$ cat config.mk
export PLATFORM = sky130hd
export DESIGN_NAME = seg_display_ctrl
export DESIGN_NICKNAME = d
export VERILOG_FILES = /design/src/rtl/seg_display_pkg.sv /design/src/rtl/button_debounce.sv /design/src/rtl/seg_display_ctrl.sv
export SDC_FILE = /design/constraint.sdc
export NUM_CORES = 1
export LEC_CHECK = 0
export ABC_AREA = 1
export BUFFER_PORTS_ARGS = -buffer_cell sky130_fd_sc_hd__buf_4
export CAP_MARGIN = 20
export CORE_MARGIN = 8
export CORE_UTILIZATION = 56
export CTS_BUF_LIST = sky130_fd_sc_hd__clkbuf_16
export CTS_CLUSTER_SIZE = 12
export DETAILED_ROUTE_END_ITERATION = 7
export PLACE_DENSITY = 0.76
export SLEW_MARGIN = 20
export SYNTH_ARGS = -nofsm -noshare
export SYNTH_HDL_FRONTEND = slang
export SYNTH_HIERARCHICAL = 1
export SYNTH_SLANG_ARGS = --single-unit
$ cat constraint.sdc
create_clock -name i_clk -period 3.9 [get_ports i_clk]
set_input_delay 0.78 -clock i_clk [delete_from_list [all_inputs] [get_ports i_clk]]
set_output_delay 0.78 -clock i_clk [all_outputs]
set_load 0.01 [all_outputs]
$ cat src/rtl/seg_display_pkg.sv
// Shared definitions for the multi-digit 7-segment display controller:
// active-low segment patterns, the BCD converter state type and a decoder.
package seg_display_pkg;

    // Segment patterns, bit order {dp,g,f,e,d,c,b,a}, active-low, dp off.
    localparam logic [7:0] SEG_0     = 8'hC0;
    localparam logic [7:0] SEG_1     = 8'hF9;
    localparam logic [7:0] SEG_2     = 8'hA4;
    localparam logic [7:0] SEG_3     = 8'hB0;
    localparam logic [7:0] SEG_4     = 8'h99;
    localparam logic [7:0] SEG_5     = 8'h92;
    localparam logic [7:0] SEG_6     = 8'h82;
    localparam logic [7:0] SEG_7     = 8'hF8;
    localparam logic [7:0] SEG_8     = 8'h80;
    localparam logic [7:0] SEG_9     = 8'h90;
    localparam logic [7:0] SEG_BLANK = 8'hFF;

    typedef enum logic [1:0] {
        IDLE,
        SHIFT,
        LOAD
    } conv_state_t;

    // Non-decimal nibbles cannot come out of the converter; show them blank.
    function automatic logic [7:0] seg_decode(input logic [3:0] digit);
        case (digit)
            4'd0:    return SEG_0;
            4'd1:    return SEG_1;
            4'd2:    return SEG_2;
            4'd3:    return SEG_3;
            4'd4:    return SEG_4;
            4'd5:    return SEG_5;
            4'd6:    return SEG_6;
            4'd7:    return SEG_7;
            4'd8:    return SEG_8;
            4'd9:    return SEG_9;
            default: return SEG_BLANK;
        endcase
    endfunction

endpackage

$ cat src/rtl/button_debounce.sv
// Raw active-low push-button -> 2-FF synchroniser -> debounce filter ->
// one-cycle pulse on each accepted press (stable 1->0). Releases are silent.
module button_debounce #(
    parameter int DEBOUNCE_CYCLES = 20000
) (
    input  logic clk,
    input  logic rst_n,
    input  logic btn_n,
    output logic press
);

    localparam int CNT_W = $clog2(DEBOUNCE_CYCLES + 1);

    logic             sync_meta;
    logic             sync_lvl;
    logic             stable;
    logic [CNT_W-1:0] cnt;

    // Bring the asynchronous button level into the clock domain (idle = released = 1).
    // NOTE: registers are written with <= so every flop samples the pre-edge value of its source.
    always_ff @(posedge clk or negedge rst_n) begin
        if (!rst_n) begin
            sync_meta <= 1'b1;
            sync_lvl  <= 1'b1;
        end else begin
            sync_meta <= btn_n;
            sync_lvl  <= sync_meta;
        end
    end

    // Accept a new level only after DEBOUNCE_CYCLES consecutive differing samples; pulse on press.
    always_ff @(posedge clk or negedge rst_n) begin
        if (!rst_n) begin
            stable <= 1'b1;
            cnt    <= '0;
            press  <= 1'b0;
        end else if (sync_lvl != stable) begin
            if (cnt == CNT_W'(DEBOUNCE_CYCLES - 1)) begin
                stable <= sync_lvl;
                cnt    <= '0;
                press  <= ~sync_lvl;
            end else begin
                cnt    <= cnt + CNT_W'(1);
                press  <= 1'b0;
            end
        end else begin
            // Any return to the accepted level restarts the qualification window.
            cnt   <= '0;
            press <= 1'b0;
        end
    end

endmodule

$ cat src/rtl/seg_display_ctrl.sv
// Multi-digit 7-segment controller: debounced up/down buttons drive a decimal
// wrap-around counter, a sequential double-dabble converter feeds a display
// BCD register, and a prescaled scanner drives one digit at a time.
module seg_display_ctrl
    import seg_display_pkg::*;
#(
    parameter int NUM_DIGITS      = 4,
    parameter int COUNT_W         = 14,
    parameter int DEBOUNCE_CYCLES = 20000,
    parameter int SCAN_DIV        = 50000
) (
    input  logic                  i_clk,
    input  logic                  i_rst,
    input  logic                  i_countUp,
    input  logic                  i_countDown,
    input  logic                  i_blankLZ,
    output logic [NUM_DIGITS-1:0] o_digitSelect,
    output logic [7:0]            o_LED,
    output logic [COUNT_W-1:0]    o_count,
    output logic                  o_wrap
);

    localparam int BCD_W  = 4 * NUM_DIGITS;
    localparam int ITER_W = $clog2(COUNT_W + 1);
    localparam int PRE_W  = $clog2(SCAN_DIV + 1);
    localparam int IDX_W  = (NUM_DIGITS > 1) ? $clog2(NUM_DIGITS) : 1;
    localparam logic [COUNT_W-1:0] MAX_COUNT = COUNT_W'(10 ** NUM_DIGITS - 1);

    logic                  rst_meta;
    logic                  rst_n;
    logic                  up_pulse;
    logic                  down_pulse;
    logic                  count_change;

    conv_state_t           state;
    logic                  dirty;
    logic [COUNT_W-1:0]    shift_bin;
    logic [BCD_W-1:0]      bcd_work;
    logic [BCD_W-1:0]      bcd_adj;
    logic [ITER_W-1:0]     iter;
    logic [BCD_W-1:0]      bcd_disp;

    logic [PRE_W-1:0]      prescale;
    logic [IDX_W-1:0]      digit_idx;
    logic [IDX_W-1:0]      next_idx;
    logic                  scan_active;
    logic [NUM_DIGITS-1:0] lead_zero;
    logic [7:0]            next_seg;

    // Reset asserts asynchronously but releases on a clock edge.
    always_ff @(posedge i_clk or negedge i_rst) begin
        if (!i_rst) begin
            rst_meta <= 1'b0;
            rst_n    <= 1'b0;
        end else begin
            rst_meta <= 1'b1;
            rst_n    <= rst_meta;
        end
    end

    button_debounce #(.DEBOUNCE_CYCLES(DEBOUNCE_CYCLES)) u_deb_up (
        .clk   (i_clk),
        .rst_n (rst_n),
        .btn_n (i_countUp),
        .press (up_pulse)
    );

    button_debounce #(.DEBOUNCE_CYCLES(DEBOUNCE_CYCLES)) u_deb_down (
        .clk   (i_clk),
        .rst_n (rst_n),
        .btn_n (i_countDown),
        .press (down_pulse)
    );

    // Simultaneous presses cancel, so only an exclusive pulse moves the count.
    assign count_change = up_pulse ^ down_pulse;

    // Decimal up/down counter wrapping between 0 and MAX_COUNT.
    always_ff @(posedge i_clk or negedge rst_n) begin
        if (!rst_n) begin
            o_count <= '0;
            o_wrap  <= 1'b0;
        end else begin
            o_wrap <= 1'b0;
            if (up_pulse && !down_pulse) begin
                if (o_count == MAX_COUNT) begin
                    o_count <= '0;
                    o_wrap  <= 1'b1;
                end else begin
                    o_count <= o_count + COUNT_W'(1);
                end
            end else if (down_pulse && !up_pulse) begin
                if (o_count == '0) begin
                    o_count <= MAX_COUNT;
                    o_wrap  <= 1'b1;
                end else begin
                    o_count <= o_count - COUNT_W'(1);
                end
            end
        end
    end

    // Double-dabble correction: every BCD nibble of 5 or more gets +3 before the shift.
    // NOTE: combinational blocks assign every output a default first and use blocking '=' so no latch is inferred.
    always_comb begin
        bcd_adj = bcd_work;
        for (int i = 0; i < NUM_DIGITS; i++) begin
            if (bcd_work[4*i +: 4] >= 4'd5) begin
                bcd_adj[4*i +: 4] = bcd_work[4*i +: 4] + 4'd3;
            end
        end
    end

    // Converter FSM: latch count, shift COUNT_W times, publish to the display register.
    always_ff @(posedge i_clk or negedge rst_n) begin
        if (!rst_n) begin
            state     <= IDLE;
            dirty     <= 1'b0;
            shift_bin <= '0;
            bcd_work  <= '0;
            iter      <= '0;
            bcd_disp  <= '0;
        end else begin
            case (state)
                IDLE: begin
                    if (dirty) begin
                        shift_bin <= o_count;
                        bcd_work  <= '0;
                        iter      <= '0;
                        dirty     <= 1'b0;
                        state     <= SHIFT;
                    end
                end
                SHIFT: begin
                    {bcd_work, shift_bin} <= {bcd_adj, shift_bin} << 1;
                    iter <= iter + ITER_W'(1);
                    if (iter == ITER_W'(COUNT_W - 1)) begin
                        state <= LOAD;
                    end
                end
                LOAD: begin
                    bcd_disp <= bcd_work;
                    state    <= IDLE;
                end
                default: state <= IDLE;
            endcase
            // A change in any state (including mid-conversion) queues one more pass; this
            // write comes last so it wins over the IDLE clear in the same cycle.
            if (count_change) begin
                dirty <= 1'b1;
            end
        end
    end

    // Next digit to drive and its segment pattern, with leading-zero suppression.
    always_comb begin
        logic run;
        run       = 1'b1;
        lead_zero = '0;
        for (int i = NUM_DIGITS - 1; i >= 0; i--) begin
            run          = run && (bcd_disp[4*i +: 4] == 4'd0);
            lead_zero[i] = run && (i != 0);
        end

        next_idx = '0;
        if (scan_active && (digit_idx != IDX_W'(NUM_DIGITS - 1))) begin
            next_idx = digit_idx + IDX_W'(1);
        end

        next_seg = seg_decode(bcd_disp[4*next_idx +: 4]);
        if (i_blankLZ && lead_zero[next_idx]) begin
            next_seg = SEG_BLANK;
        end
    end

    // Scan prescaler: select and segments change together on terminal count.
    always_ff @(posedge i_clk or negedge rst_n) begin
        if (!rst_n) begin
            prescale      <= '0;
            digit_idx     <= '0;
            scan_active   <= 1'b0;
            o_digitSelect <= '1;
            o_LED         <= SEG_BLANK;
        end else if (prescale == PRE_W'(SCAN_DIV - 1)) begin
            prescale      <= '0;
            scan_active   <= 1'b1;
            digit_idx     <= next_idx;
            o_digitSelect <= ~(NUM_DIGITS'(1) << next_idx);
            o_LED         <= next_seg;
        end else begin
            prescale <= prescale + PRE_W'(1);
        end
    end

endmodule

# Word-level counts from Yosys, hierarchy flattened
# Memories as Yosys holds them, arrays and structs flattened.
# Index checks and enable logic that the tools add are counted.
[op_classes]
n_reduce_logical = 20
mux = 36
n_eq_ne = 12
addsub = 11
bitwise_logic = 4
n_lt_le_gt_ge = 5
shifts = 2
[ops]
columns = ["op", "count"]
rows = [
  ["two-way mux 14 bit", 5],
  ["two-way mux 15 bit", 4],
  ["two-way mux 16 bit", 2],
  ["case mux 16 bit (2 select lines)", 1],
  ["adder 15 x 1 -> 15 bit, second input constant", 2],
  ["equality test 15 bit, second input constant", 2],
  ["case mux 14 bit (2 select lines)", 1],
  ["adder 16 x 1 -> 16 bit, second input constant", 1],
  ["equality test 16 bit, second input constant", 1],
  ["greater-or-equal comparator 4 x 3 -> 1 bit, second input constant", 4],
  ["two-way mux 4 bit", 4],
  ["indexed part select 16 x 5 -> 4 bit", 1],
  ["adder 14 x 1 -> 14 bit, second input constant", 1],
  ["equality test 14 bit, second input constant", 1],
  ["logical NOT 14 bit", 1],
  ["subtractor 14 x 1 -> 14 bit, second input constant", 1],
  ["adder 4 x 2 -> 4 bit, second input constant", 3],
  ["logical NOT 4 bit", 3],
  ["two-way mux 1 bit", 11],
  ["two-way mux 8 bit", 1],
  ["case mux 4 bit (2 select lines)", 1],
  ["AND reduction 2 bit", 4],
  ["logical AND 1 bit", 6],
  ["two-way mux 2 bit", 3],
  ["other kinds (19)", 26],
]
[word_totals]
out_inout_bits = 27
rom_bits = 112
word_cells = 116
regBits = 139
mem_count = 1
[memory_table]
columns = ["memory", "words", "word_bits", "read_ports", "rd_clocked_by_memory_dff", "write_ports", "line_no", "source"]
rows = [
  ["(no name shown)", 16, 7, 1, 0, 0, "seg_display_pkg.sv:26", "case (digit)"],
]

# Depth between registers and ports, before layout
# Gate-level depths: netlist (run 1).
[depth]
ltp_word = 7
mapped_depth = 13
ltp_nobuf = 13

# Cells and area by module
# The synthesis (run 1) kept the hierarchy.
[by_module_without_submodules]
columns = ["mod", "n_inst", "cells_per_inst", "area_each_um2"]
rows = [
  ["seg_display_ctrl", 1, 714, 5537.8],
  ["button_debounce", 2, 117, 1017.2],
]

# Worst setup path after synthesis (run 1)
# OpenSTA, ideal clock, no wires.
[synth_path]
path_kind = "flip-flop to flip-flop"
from = "register digit_idx[0]"
to = "register o_LED[3]"
t_required_ps = 3827
stages_incl_launch_ff = 13
synth_period_minus_slack_ps = 1906
path_slack_ps = 1994
arrival_ps = 1833
cell_sequence = "dfrtp_1 -> ha_1 -> nand3_2 -> inv_2 -> nand3_1 -> nand2_2 -> inv_1 -> ha_1 -> inv_1 -> nand2_1 -> nand2_1 -> nand2_1 -> a21oi_1"
[synth_between]
elab_chain_len = 7
elab_cells_between_ends = 10
cone_classes = "add/sub (1); eq/ne (1); shift (1); mux (4); reduce/logical (2); memory (1)"
[synth_lines]
columns = ["item", "line_no", "source"]
rows = [
  ["start: declaration", "seg_display_ctrl.sv:44", "logic [IDX_W-1:0] digit_idx;"],
  ["start signal: assignment", "seg_display_ctrl.sv:187", "digit_idx <= next_idx;"],
  ["branches (longest 2 deep; another with adder 2 x 1 -> 2 bit)", "-", ""],
  ["two-way mux 2 bit *", "seg_display_ctrl.sv:166", "if (scan_active && (digit_idx != IDX_W'(NUM_DIGITS - 1))) begin"],
  ["branches (longest 3 deep; another with memory read (16 x 7 bit))", "-", ""],
  ["two-way mux 8 bit *", "seg_display_ctrl.sv:171", "if (i_blankLZ && lead_zero[next_idx]) begin"],
  ["end signal: assignment", "seg_display_ctrl.sv:189", "o_LED <= next_seg;"],
  ["end: declaration", "seg_display_ctrl.sv:18", "output logic [7:0] o_LED,"],
]
# Every way passes the cells marked *. The select of a mux whose other input is x is not followed.
# A chain may end at the register's enable or synchronous reset.

# Final worst setup path (run 1)
[layout_path]
from = "register state[0]"
to = "register shift_bin[2]"
[layout_between]
elab_chain_len = 3
elab_cells_between_ends = 6
cone_classes = "eq/ne (2); mux (1); reduce/logical (3)"
[layout_lines]
columns = ["item", "line_no", "source"]
rows = [
  ["start: declaration", "seg_display_ctrl.sv:35", "conv_state_t state;"],
  ["start signal: assignment", "seg_display_ctrl.sv:117", "state <= IDLE;"],
  ["start signal: assignment", "seg_display_ctrl.sv:131", "state <= SHIFT;"],
  ["start signal: assignment", "seg_display_ctrl.sv:138", "state <= LOAD;"],
  ["equality test 2 x 1 -> 1 bit / logical NOT 2 bit (equally long branches)", "seg_display_ctrl.sv:124", "case (state)"],
  ["nonzero test 2 bit (no line) / != test 2 bit (equally long branches)", "-", ""],
  ["AND reduction 2 bit (no line)", "-", ""],
  ["end signal: assignment", "seg_display_ctrl.sv:127", "shift_bin <= o_count;"],
  ["end signal: assignment", "seg_display_ctrl.sv:135", "{bcd_work, shift_bin} <= {bcd_adj, shift_bin} << 1;"],
  ["end: declaration", "seg_display_ctrl.sv:37", "logic [COUNT_W-1:0] shift_bin;"],
]
# Several ways; a longest one is shown, not always the timed one.

==> impl_metrics.ini, run 1 <==
[layout]
syn_to_final_growth_pct = 12.2
nFillCells = 1163
fin_area_sq_um = 8500
final_cell_mix = nand2_1, dfrtp_1, inv_1
mostFrequentLayoutCell = nand2_1
drive_gt1_share_pct = 16.5
diodes = 0
fin_nets = 1002

[clocking]
hold_buffers = 0
cts_num_sinks = 138
cts_buffers = 17
cts_tree = yes
htree_levels = 4
root_buffer = clkbuf_16
insertion_delay_ps = 420
cts-resized-gates = 0
clockBufferDepth = 2
path_clk_slew_ps = 60
post-cts-setup-buffers = 0

[critical_path]
crit_chain = inv_1 -> nor2_2 -> buf_4 -> inv_1 -> nand2_1 -> inv_1 -> a21oi_1
required_ps = 4190
endpoint_kind = register
crit_slowest_cell = nand2_1
r2r_cells = 7
cp.arrival_ps = 2740
critPathMaxFanout = 21
slowest_delay_ps = 520
cp-start-kind = register
cp_common_cell = inv_1
worstSetupPathType = reg -> reg

[floorplanning]
row_count = 42
die_w_um = 132
die_h_um = 132
coreArea_sq_um = 13200
initial_core_util_pct = 57.2
boundaryPins = 32
dieArea_sq_um = 17500

[global_routing]
grt_pass1_wl_um = 27100
grt_pass1_vias = 5908
grt_max_degree = 112
antenna_found_initial = 0
grt_use_total_pct = 18.6
grt_remaining_overflow = 0

[place]
dp_hpwl_um = 10900
dpl_cell_area_sq_um = 7940
routabilityCongestion = 0.934
io_buffers = 30

[timing]
fmax_ghz = 0.407
slew_headroom_pct = 42.3
rsz0062_at_grt = false
hold_violations = 0
clock_skew_ps = 6.35
min_period_over_period_pct = 63.0
fin_tns_setup_ps = 0
period_minus_slack_ps = 2460
hold_ws_ps = 129
setup_viol = 0
worst_slew_pin_slew_ps = 863
slew_violations = 0

[drt]
dr.pass1.iters = 6
drtAntennaViolNets = 0
avgViaCountPerCell = 5.28
wirelength_um = 15400
wl_per_cell_um = 13.2
route.detailed.drc = 0
drt_iter0_markers = 495
num_vias = 6163

[power_and_ir_drop]
pwr_density_cell_nw_per_um2 = 352
ir_drop_uv = 404
p_leak_nw = 4.04

[logic_synthesis]
ys.flop_type = dfrtp_1
syn_area_sq_um = 7570
syn_inst = 948
synth-edff-count = 0
ys_warn_count = 6
synth.distinct_cells = 43
syn_avg_cell_area_sq_um = 7.99
synth-seq-cells = 138
async_flop_share_pct = 100
seq_area_frac_synth_pct = 45.9

[status]
status = complete, no violations

[min_path]
hold_path.class = in -> async

[job]
maxCapViolations = 0
## sequential cells by signal, summed over array words and instances (netlist names), 2 cells and up
signal / flops
bcd_disp: 16
bcd_work: 16
prescale: 16
u_deb_down/cnt: 15
u_deb_up/cnt: 15
o_count: 14
shift_bin: 14
o_LED: 7
iter: 4
o_digitSelect: 4
digit_idx: 2
state: 2
## cells by family after synthesis
logic type	Yosys count	share of synthesized area, %
buffers and inverters	143	7.58
multiplexers	1	0.132
AND/OR/NAND/NOR	477	29.5
flip-flops	138	45.9
other	1	0.0495
XOR/XNOR	26	3.21
AO/OA/AOI/OAI	143	10.5
adder cells (fa/ha/maj)	19	3.14
## where the power goes
group | internal (mW) | switching, mW
combinational | 0.0132 | 0.0362
sequential | 1.44 | 0.0107
clock | 0.874 | 0.613
total | 2.33 | 0.660
## area by class of cell
class,count,area (sq um),share of cell area [%]
Inverter,120,455,5.36
Multi-Input combinational cell,668,3530,41.5
Sequential cell,138,3480,40.9
Tap cell,176,220,2.59
Clock buffer,17,425,5.01
Timing Repair Buffer,33,260,3.06
Clock inverter,15,129,1.52
## critical path: cells and delay by family (launching register included)
family                 cells  cell delay (ps)
flip-flops                 1              380
AO/OA/AOI/OAI              1              140
AND/OR/NAND/NOR            2              550
buffers and inverters      4             1240
## final timing paths
path / from / to / slack [ps]
worst max-delay path: state[0] / shift_bin[2] / 1440
worst min-delay path: i_rst / rst_n / 130
worst max register to register: state[0] / shift_bin[2] / 1440
worst min register to register: rst_n / u_deb_down/cnt[14] / 240
max in group asynchronous: rst_n / prescale[8] / 2780
min in group i_clk: u_deb_up/sync_meta / u_deb_up/sync_lvl / 360
## synthesized netlist by cell type, types with 4 or more instances
cell,number,area share (%)
buf_2,8,0.53
nand2_2,15,1.2
nor3_2,6,0.79
a21oi_1,43,2.8
nor2_2,28,2.3
or2_2,8,0.66
nor2_1,111,5.5
dfrtp_1,121,40
o22ai_1,20,1.7
dfstp_2,17,5.9
o21bai_1,4,0.40
ha_1,19,3.1
clkbuf_1,10,0.50
nand2_1,198,9.8
inv_2,5,0.25
nor3_1,8,0.53
nand4_1,20,1.7
xor2_1,21,2.4
nand3_2,4,0.53
nor2_4,6,0.89
nand3_1,63,4.2
o21ai_0,62,4.1
inv_1,113,5.6
## stage by stage
step	total power [mW]	cells	utilization, %	worst slack [ps]
final	2.99	1167	64.2	1440
after global routing	3.10	1167	64.2	1160
after CTS	3.03	1167	64.2	1410
after detailed placement	1.53	1135	60.0	1400
after global placement	1.53	1135	60.0	1530
after floorplan	1.51	949	-	1620
## routing by layer
metal / up-vias / GRT usage [%] / wire length, um
li1: 3127 / - / -
met1: 2896 / 23.3 / 7090
met2: 124 / 30.2 / 7410
met3: 16 / 4.95 / 732
met4: 0 / 6.69 / 184
met5: - / 0 / 0
Power figures use the tool's default switching activity.
==> run 2, diff against run 1 <==
--- a/config.mk
+++ b/config.mk
@@ -9,11 +9,11 @@
 export BUFFER_PORTS_ARGS = -buffer_cell sky130_fd_sc_hd__buf_4
 export CAP_MARGIN = 20
 export CORE_MARGIN = 8
-export CORE_UTILIZATION = 56
+export CORE_UTILIZATION = 60
 export CTS_BUF_LIST = sky130_fd_sc_hd__clkbuf_16
 export CTS_CLUSTER_SIZE = 12
 export DETAILED_ROUTE_END_ITERATION = 7
-export PLACE_DENSITY = 0.76
+export PLACE_DENSITY = 0.78
 export SLEW_MARGIN = 20
 export SYNTH_ARGS = -nofsm -noshare
 export SYNTH_HDL_FRONTEND = slang
==> constraint.sdc (replaced) <==
create_clock -name i_clk -period 2.36 [get_ports i_clk]
set_input_delay 0.472 -clock i_clk [delete_from_list [all_inputs] [get_ports i_clk]]
set_output_delay 0.472 -clock i_clk [all_outputs]
set_load 0.01 [all_outputs]
==> impl_metrics.ini, run 2 (synthesis results as in run 1) <==
[clocking]
insertion_delay_ps = 410
cts_num_sinks = 138
clockBufferDepth = 2
post-cts-setup-buffers = 0
cts-resized-gates = 0
htree_levels = 4
cts_tree = yes
hold_buffers = 1
root_buffer = clkbuf_16
cts_buffers = 17
path_clk_slew_ps = 60

[global_routing]
antenna_found_initial = 0
grt_remaining_overflow = 0
grt_pass1_vias = 6069
grt_max_degree = 86
grt_pass1_wl_um = 28200
grt_use_total_pct = 21.2

[drt]
dr.pass1.iters = 6
avgViaCountPerCell = 5.36
wl_per_cell_um = 13.8
drt_iter0_markers = 515
route.detailed.drc = 0
drtAntennaViolNets = 0
wirelength_um = 16200
num_vias = 6288

[critical_path]
worstSetupPathType = reg -> reg
cp.arrival_ps = 2420
critPathMaxFanout = 7
required_ps = 2700
crit_chain = ha_1 -> nand3_2 -> inv_2 -> nand3_1 -> nand2_2 -> inv_1 -> ha_1 -> inv_1 -> nand2_1 -> nand2_1 -> nand2_1 -> a21oi_1
endpoint_kind = register
cp-start-kind = register
cp_common_cell = nand2_1
crit_slowest_cell = dfrtp_1
slowest_delay_ps = 380

[floorplanning]
row_count = 41
dieArea_sq_um = 16500
boundaryPins = 32
die_h_um = 128
die_w_um = 128
initial_core_util_pct = 60.7
coreArea_sq_um = 12500

[timing]
slew_violations = 0
clock_skew_ps = 4.84
worst_slew_pin_slew_ps = 857
hold_violations = 0
period_minus_slack_ps = 2070
setup_viol = 0
min_period_over_period_pct = 87.9
slew_headroom_pct = 42.7
rsz0062_at_grt = false
finalWorstSetupSlack_ps = 286
fin_tns_setup_ps = 0
fmax_ghz = 0.482

[layout]
diodes = 0
top_regs = bcd_disp (16), bcd_work (16), prescale (16)
fin_nets = 1013
syn_to_final_growth_pct = 14.3
final_cell_mix = nand2_1, dfrtp_1, inv_1
final_cells = 1174
mostFrequentLayoutCell = nand2_1
nFillCells = 1003
regArea_sq_um = 3480
post-route-util_pct = 69.4
drive_gt1_share_pct = 17.0
multi_input_area_sq_um = 3530

[min_path]
hold_path.class = in -> reg

[job]
maxCapViolations = 0

[status]
status = complete, no violations

[place]
routabilityCongestion = 0.933
dp_worst_setup_slack_ps = 320
dp_hpwl_um = 10600
dp.cells = 1141
io_buffers = 30

[power_and_ir_drop]
pwr_density_cell_nw_per_um2 = 616
p_leak_nw = 4.12
ir_drop_uv = 551
run 2: cell count changes in the layout (fill, tap and decap cells not counted), moves of 2 or more:
cell / previous run / this run
buf_4: 32 / 42
bufinv_16: 1 / 5
clkinv_2: 4 / 0
clkinv_1: 1 / 4
clkinv_4: 4 / 1
inv_6: 3 / 1
run 2: final timing paths:
path / startpoint / slack (ps) / depth (start not counted) / endpoint
setup / recovery: digit_idx[0] / 290 / 12 / o_LED[3]
hold / removal: i_countDown / 160 / 1 / u_deb_down/sync_meta
setup reg to reg: digit_idx[0] / 290 / 12 / o_LED[3]
hold reg to reg: u_deb_up/sync_meta / 360 / 0 / u_deb_up/sync_lvl
max in group asynchronous: rst_n / 1470 / 1 / u_deb_up/cnt[7]
min in group asynchronous: rst_n / 370 / 1 / prescale[0]
run 2: through the flow:
step           hold slack [ps]  power, mW  instance area [sq um]
2_1_floorplan              176       2.50                   7580
3_3_place_gp               255       2.53                   8010
3_5_place_dp               255       2.53                   8010
4_1_cts                    144       5.39                   8650
5_1_grt                    139       5.50                   8650
6_report                   162       5.33                   8650
run 2: worst max-delay path: cells and delay by family, from the launching register on:
family | cells | cell delay [ps]
simple gates | 6 | 570
compound gates | 1 | 120
buf+inv | 3 | 270
flops | 1 | 380
fa+ha+maj | 2 | 660
run 2: routing by layer:
metal,up-vias,GRT usage [%],share of wire (%)
li1,3141,-,-
met1,2964,27.2,45
met2,161,34.7,48
met3,22,5.30,5.4
met4,0,6.57,1.4
met5,-,0,0
run 2: power breakdown:
group          leakage (nW)  internal, mW  switching [mW]
clock                 0.300          1.85           0.985
sequential             1.85          2.39          0.0105
combinational          1.97        0.0241          0.0689
total                  4.12          4.26            1.06
run 2: layout make-up:
| class | count | area share [%] |
|---|---|---|
| multi-input cells | 668 | 40.8 |
| flip-flops and latches | 138 | 40.2 |
| inverters | 120 | 5.26 |
| clock buffers | 17 | 4.92 |
| repair buffers | 44 | 3.99 |
| well taps | 172 | 2.49 |
| clock inverters | 15 | 2.40 |
==> run 3, diff against run 2 <==
--- a/config.mk
+++ b/config.mk
@@ -5,7 +5,7 @@
 export SDC_FILE = /design/constraint.sdc
 export NUM_CORES = 1
 export LEC_CHECK = 0
-export ABC_AREA = 1
+export ABC_AREA = 0
 export BUFFER_PORTS_ARGS = -buffer_cell sky130_fd_sc_hd__buf_4
 export CAP_MARGIN = 20
 export CORE_MARGIN = 8
==> impl_metrics.ini, run 3 <==
[power_and_ir_drop]
p_total_mw = 5.01
pwr-share-comb_pct = 1.4
p_leak_nw = 3.75
seqPwrFrac_pct = 48.2
switchingPower_mw = 1.08
p_clk_share_pct = 50.4
pwr_density_cell_nw_per_um2 = 598
ir_drop_uv = 661
switching_share_pct = 21.5
p_int_mw = 3.94

[clocking]
path_clk_slew_ps = 60
htree_levels = 4
clockBufferDepth = 2
root_buffer = clkbuf_16
cts_num_sinks = 138
insertion_delay_ps = 430
cts_buffers = 17
cts_tree = yes

[logic_synthesis]
synth-edff-count = 0
ys.flop_type = dfrtp_1
synth_xor_area_share_pct = 5.72
synth_top_cell_by_area = dfrtp_1
syn_area_sq_um = 7190
ys_top_cells_by_area = dfrtp_1, dfstp_2, nor2_1
synth_top_area_share_pct = 42.1
synthMuxAreaShare_pct = 2.33
synth_fa_ha_area_share_pct = 3.30
synth-seq-cells = 138
synth.distinct_cells = 66
seq_area_frac_synth_pct = 48.3
ys_warn_count = 6
syn_avg_cell_area_sq_um = 9.70
synthSimpleGateAreaFrac_pct = 21.1
synth_compound_area_share_pct = 15.0
yosysMostFrequentCell = dfrtp_1
synth_common_cells = dfrtp_1, nor2_1, nand2_1, nand3_1, o21ai_0
async_flop_share_pct = 100
synth_top_family_by_area = simple AND/OR/NAND/NOR gates
syn_inst = 742

[floorplanning]
initial_core_util_pct = 60.7
coreArea_sq_um = 11900
die_w_um = 126
row_count = 40
die_h_um = 126
boundaryPins = 32
dieArea_sq_um = 15800

[place]
io_buffers = 30
dp_hpwl_um = 11000
dp_worst_setup_slack_ps = -20.9
routabilityCongestion = 0.907

[timing]
slew_violations = 0
finalWorstSetupSlack_ps = 55.7
rsz0062_at_grt = true
fmax_ghz = 0.434
slew_headroom_pct = 41.1
period_minus_slack_ps = 2300
hold_violations = 0
setup_viol = 0
clock_skew_ps = 9.44
worst_slew_pin_slew_ps = 884
min_period_over_period_pct = 97.6

[drt]
num_vias = 5835
dr.pass1.iters = 5
drt_iter0_markers = 545
drtAntennaViolNets = 0
route.detailed.drc = 0
wl_per_cell_um = 16.9
avgViaCountPerCell = 6.13
wirelength_um = 16100

[critical_path]
cp-start-kind = register
cp.arrival_ps = 2650
required_ps = 2710
endpoint_kind = register
worstSetupPathType = reg -> reg
crit_chain = ha_1 -> or4b_2 -> a21oi_2 -> nor2_2 -> a211o_1 -> o22a_1
crit_slowest_cell = or4b_2
slowest_delay_ps = 700
critPathMaxFanout = 7

[layout]
mostFrequentLayoutCell = dfrtp_1
diodes = 0
top_regs = bcd_disp (16), bcd_work (16), prescale (16)
drive_gt1_share_pct = 19.8
final_cell_mix = dfrtp_1, nor2_1, buf_4
nFillCells = 886
syn_to_final_growth_pct = 16.5
post-route-util_pct = 70.6
fin_nets = 816

[min_path]
hold_path.class = in -> reg

[global_routing]
grt_use_total_pct = 21.2
grt_max_degree = 53
grt_pass1_wl_um = 27400
grt_pass1_vias = 5708
grt_remaining_overflow = 0
antenna_found_initial = 0

[job]
maxCapViolations = 0

[status]
status = complete, no violations
run 3: cell count changes in the layout (fill, tap and decap cells not counted), moves of 11 or more:
| cell | previous run | this run |
|---|---|---|
| nor2_1 | 111 | 100 |
| buf_4 | 42 | 69 |
| xnor2_1 | 3 | 29 |
| nand2_2 | 15 | 0 |
| o21ai_0 | 62 | 39 |
| nand3_1 | 63 | 40 |
| nand2_1 | 198 | 42 |
| inv_1 | 115 | 29 |
| nor2_2 | 28 | 1 |
| nor4_1 | 0 | 12 |
| mux2_2 | 0 | 14 |
| nand2b_1 | 0 | 11 |
| a21oi_1 | 43 | 20 |
| o31ai_1 | 0 | 14 |
run 3: power groups by stage:
stage	Combinational, mW	Sequential [mW]	Clock, mW
after floorplan	0.0260	2.47	0
after global placement	0.0671	2.46	0
after detailed placement	0.0689	2.46	0
after CTS	0.0708	2.42	2.57
after global routing	0.0802	2.42	2.66
final	0.0678	2.42	2.53
run 3: final timing paths:
check,start,end,slack (ps),depth (start not counted)
worst min register to register,rst_meta,rst_n,350,0
max in group asynchronous,rst_n,u_deb_down/sync_meta,1260,1
min in group asynchronous,i_rst,rst_n,370,2
worst max-delay path,digit_idx[1],o_LED[1],60,6
worst min-delay path,i_countDown,u_deb_down/sync_meta,150,1
worst max register to register,digit_idx[1],o_LED[1],60,6
run 3: cell families after synthesis:
group	Yosys count
simple gates	293
other cells	1
buf+inv	69
fa+ha+maj	19
flops	138
compound gates	160
mux	15
xor+xnor	47
run 3: final cells by class:
type | instances | area, sq um | share of cell area [%]
Clock buffer | 17 | 425 | 5.08
Clock inverter | 15 | 136 | 1.63
Inverter | 27 | 101 | 1.21
Multi-Input combinational cell | 536 | 3480 | 41.6
Sequential cell | 138 | 3480 | 41.5
Tap cell | 147 | 184 | 2.20
Timing Repair Buffer | 72 | 568 | 6.78
run 3: timing repair:
item	in CTS	in global routing
buffers inserted	1	1
hold buffers	1	0
hold endpoints to repair	2	0
endpoints found under the setup margin	3	7
pin swaps	2	4
gates resized for setup	3	7
run 3: worst max-delay path: cells and delay by family, from the launching register on:
family          cells  cell delay (ps)
compound gates      3              820
flops               1              390
simple gates        2              800
fa+ha+maj           1              220
run 3: through the flow:
stage	cell area (sq um)	hold slack, ps	setup TNS, ps	cells
after global placement	7740	254	0	917
after detailed placement	7740	256	-20.9	917
after CTS	8330	139	0	951
after global routing	8380	133	-19.1	952
after floorplan	7200	176	0	743
final	8380	151	0	952
run 3: layer usage:
| metal | up-vias | part of all wire (%) | track usage, % |
|---|---|---|---|
| met5 | - | 0 | 0 |
| met4 | 0 | 1.8 | 8.67 |
| met3 | 32 | 4.6 | 5.23 |
| met2 | 140 | 49 | 33.3 |
| met1 | 2897 | 45 | 27.5 |
| li1 | 2766 | - | - |
